==> src/rtl/if_id_buffer.sv <==
// IF/ID pipeline buffer: a 2-entry FIFO of {instr, pc+4} pairs between fetch and decode.
// Handshake outputs come only from registered state. A flush empties the buffer
// without clearing the stored data, and an empty buffer presents a zero (NOP) word.
module if_id_buffer #(
  parameter int INSTR_W = 32,
  parameter int PC_W    = 32
) (
  input  logic               inp_clk,
  input  logic               inp_rst_n,
  input  logic               inp_valid,
  input  logic [INSTR_W-1:0] inp_instr,
  input  logic [PC_W-1:0]    inp_pc,
  output logic               out_ready,
  output logic               out_valid,
  output logic [INSTR_W-1:0] out_instr,
  output logic [PC_W-1:0]    out_pc,
  input  logic               inp_ready,
  input  logic               inp_flush,
  output logic [1:0]         out_count
);

  typedef struct packed {
    logic [INSTR_W-1:0] instr;
    logic [PC_W-1:0]    pc;
  } entry_t;

  entry_t     mem [2];
  logic       head, tail;
  logic [1:0] count;
  logic       push, pop;
  entry_t     head_e;

  // Handshake is a pure function of the occupancy register.
  assign out_ready = (count != 2'd2);
  assign out_valid = (count != 2'd0);
  assign out_count = count;
  assign push      = inp_valid & out_ready;
  assign pop       = out_valid & inp_ready;

  // Pointers and occupancy. A flush wins over any same-cycle push or pop.
  always_ff @(posedge inp_clk or negedge inp_rst_n) begin
    if (!inp_rst_n) begin
      head  <= 1'b0;
      tail  <= 1'b0;
      count <= 2'd0;
    end else if (inp_flush) begin
      head  <= 1'b0;
      tail  <= 1'b0;
      count <= 2'd0;
    end else begin
      if (push) tail <= ~tail;
      if (pop)  head <= ~head;
      count <= count + {1'b0, push} - {1'b0, pop};
    end
  end

  // Entry storage. It is written only on an accepted push and never cleared by a flush.
  always_ff @(posedge inp_clk or negedge inp_rst_n) begin
    if (!inp_rst_n) begin
      for (int i = 0; i < 2; i++) mem[i] <= '0;
    end else if (push && !inp_flush) begin
      mem[tail] <= '{instr: inp_instr, pc: inp_pc};
    end
  end

  // Present the head entry, or a zero NOP when the buffer is empty.
  always_comb begin
    head_e    = mem[head];
    out_instr = '0;
    out_pc    = '0;
    if (out_valid) begin
      out_instr = head_e.instr;
      out_pc    = head_e.pc;
    end
  end

endmodule

==> config.mk <==
export PLATFORM = sky130hd
export DESIGN_NAME = if_id_buffer
export DESIGN_NICKNAME = d
export VERILOG_FILES = /design/src/rtl/if_id_buffer.sv
export SDC_FILE = /design/constraint.sdc
export NUM_CORES = 1
export LEC_CHECK = 0
export BUFFER_PORTS_ARGS = -buffer_cell sky130_fd_sc_hd__buf_2
export CAP_MARGIN = 30
export CORE_ASPECT_RATIO = 0.9
export CORE_MARGIN = 2
export CORE_UTILIZATION = 47
export DETAILED_ROUTE_END_ITERATION = 8
export GPL_TIMING_DRIVEN = 1
export PLACE_DENSITY_LB_ADDON = 0.05
export SLEW_MARGIN = 20
export SYNTH_ARGS = -nofsm -noshare
export SYNTH_HDL_FRONTEND = slang
export SYNTH_SLANG_ARGS = --single-unit
==> constraint.sdc <==
create_clock -name inp_clk -period 1.9 [get_ports inp_clk]
set_input_delay 0.285 -clock inp_clk [delete_from_list [all_inputs] [get_ports inp_clk]]
set_output_delay 0.285 -clock inp_clk [all_outputs]
set_load 0.02 [all_outputs]
==> results.py <==
metrics = {
    "status": {
        "violations": "negative setup slack",
        "status": "finished, violations left",
    },
    "sta": {
        "worst_hold_slack_ns": 0.107,
        "max_clock_freq_mhz": 522,
        "period_needed_ns": 1.92,
        "grt_setup_unrepaired": "true",
        "setup_viol": 9,
        "timing.final.ws_setup_ns": -0.0167,
        "hold_viol": 0,
        "worst_slew_pin_slew_ns": 0.359,
        "slew_violations": 0,
        "min_period_over_period_pct": 101,
        "slew_headroom_pct": 76.0,
        "finalClockSkew_ns": 0.00689,
    },
    "synthesis": {
        "ys_types": 23,
        "yosys.area.top_type": "dfrtp_1",
        "synth.top_cells.by_count": "dfrtp_1, mux2_2, nor2_1",
        "synth_compound_area_share_pct": 0.244,
        "synth-edff-count": 0,
        "syn_area_mm2": 0.00615,
        "avgSynthCellArea_um2": 14.0,
        "synth_xor_area_share_pct": 0.285,
        "synthTopCellsByArea": "dfrtp_1, mux2_2, mux2_4",
        "synth_top_family_by_area": "multiplexers",
        "synth_simple_gate_area_share_pct": 5.21,
        "yosysWarnings": 0,
        "synthAdderAreaFrac_pct": 0.407,
        "async_flop_share_pct": 100,
        "ys.flop_type": "dfrtp_1",
        "ys_seq_area_share_pct": 53.7,
        "yosys_register_bits": 132,
        "synthesis.nets": 509,
        "yosysMostFrequentCell": "dfrtp_1",
        "synth.area.mux_share_pct": 36.9,
        "synth_top_area_share_pct": 53.7,
        "netlist_instances": 438,
    },
    "route": {
        "drt_pass1_iterations": 4,
        "vias": 3919,
        "postRouteAntennaNets": 0,
        "vias_per_cell": 5.08,
        "avgRoutedWirePerCell_um": 17.6,
        "drt_iter0_markers": 182,
        "wl_um": 13600,
        "drc": 0,
    },
    "global_route": {
        "grt_start_max_net_pins": 63,
        "track_usage_pct": 19.1,
        "antenna_found_initial": 0,
        "grt_pass1_wl_um": 21000,
        "grt_pass1_vias": 4103,
        "grt.overflow.total": 0,
    },
    "place": {
        "dpl_cell_area_mm2": 0.00713,
        "portBuffers": 136,
        "gp_congestion": 0.736,
        "place_inst": 727,
        "dp_slack_ns": 0.139,
        "dpl.hpwl_um": 8020,
    },
    "setup_path": {
        "cp-end-kind": "output port",
        "cp-start-kind": "register",
        "worst-setup-path-type": "register to output port",
        "cp_data_required_time_ns": 1.62,
        "critPathArrivalTime_ns": 1.63,
        "crit_path_max_fanout": 8,
    },
    "final_layout": {
        "n_antenna_cell": 0,
        "fin_nets": 666,
        "fin_cells": 772,
        "utilization_pct": 64.2,
        "stdcell_area_mm2": 0.00817,
        "layout-drive-gt1-share_pct": 56.7,
        "synthToLayoutAreaGrowth_pct": 33.0,
    },
    "pwr": {
        "cellLeakagePower_uw": 0.00382,
        "ir_drop_mv": 1.08,
        "power.density_mw_per_mm2": 1900,
    },
    "clock_tree": {
        "h-tree-depth": 4,
        "clkTransAtPathRegs_ns": 0.06,
        "cts_tree": "built",
        "cts_made_buffers": 17,
        "clock_path_buffers": 2,
        "cts_sinks": 132,
        "cts_root_buf": "clkbuf_16",
        "insertion_delay_ns": 0.42,
    },
    "floorplanning": {
        "core-area_mm2": 0.0127,
        "start_util_pct": 48.3,
        "io-pin-count": 137,
        "die_h_um": 112,
        "std_cell_rows": 39,
        "die_area_mm2": 0.0140,
        "die_x_um": 125,
    },
    "hold_path": {
        "hp-class": "input pin to register",
    },
    "run": {
        "max_cap_viol_count": 0,
    },
}
## where the power goes
part           total, uW  internal, uW  leakage (uW)  switching (uW)
Combinational       7310          3870       0.00196            3440
Sequential          4950          4200       0.00157             749
Clock               3310          2100      0.000294            1210
Total              15600         10200       0.00382            5400
## worst paths after layout
check / to / start / depth (start not counted) / slack [ns]
max: out_instr[12] / out_count[1] / 6 / -0.02
min: mem[123] / inp_instr[27] / 2 / 0.11
max reg2reg: out_count[1] / out_count[0] / 8 / 0.11
min reg2reg: mem[19] / mem[19] / 1 / 0.50
max in group asynchronous: mem[98] / inp_rst_n / 3 / 0.92
min in group asynchronous: mem[13] / inp_rst_n / 2 / 0.33
## cells in the final DEF, fill, tap and decap left out, drive strengths merged
cell type / count
and2: 1
dfrtp: 132
nor2: 67
clkbuf: 25
clkinvlp: 1
mux2i: 64
nor4: 1
or3: 1
nand2: 1
ha: 2
a21oi: 1
and2b: 1
inv: 5
clkinv: 8
nor2b: 1
mux2: 128
o21ai: 2
xor2: 2
nand4b: 1
nor3: 1
bufinv: 3
buf: 159
dlygate4sd3: 1
## flip-flops by register name, indices dropped and copies added, names as in the netlist
register and flops:
out_count 2, tail 1, mem 128, head 1
## logic make-up after synthesis
logic type	count (synthesis)
flip-flops	132
AO/OA/AOI/OAI	3
XOR/XNOR	2
multiplexers	192
AND/OR/NAND/NOR	75
adder cells (fa/ha/maj)	2
buffers and inverters	32
## worst max-delay path: stages, from the launching register on
cell and delay (ns):
dfrtp_1 0.40, buf_6 0.14, nor2_4 0.11, buf_6 0.17, clkbuf_16 0.18, nor2_1 0.05
buf_4 0.15
## routing by layer
metal / vias to the layer above / part of all wire [%] / track usage [%] / wire length (um)
li1: 1850 / - / - / -
met1: 1959 / 47 / 24.8 / 6380
met2: 93 / 46 / 29.5 / 6240
met3: 17 / 5.6 / 6.63 / 757
met4: 0 / 1.6 / 7.94 / 222
met5: - / 0 / 0 / 0
## repair_timing
action,4_1_cts,5_1_grt
pin swaps,0,1
setup buffers,0,5
endpoints found under the setup margin,41,66
hold buffers,1,0
cloned,0,7
hold endpoints to repair,23,0
resized for setup,4,77
## stage by stage
stage / total power [uW] / TNS [ns]
finish: 15600 / -0.0556
global placement: 10900 / 0
detailed placement: 11000 / 0
CTS: 14500 / -0.442
floorplan: 9180 / 0
global route: 16500 / -2.99
## final cells by class
class | count | area (um2)
fill | 977 | 4560
sequential | 132 | 3310
multi-input combinational | 274 | 2710
timing repair buffer | 165 | 1320
clock buffer | 20 | 447
tap | 164 | 205
clock inverter | 12 | 156
inverter | 5 | 18.8
No activity file was read; power rests on OpenSTA's default activity.
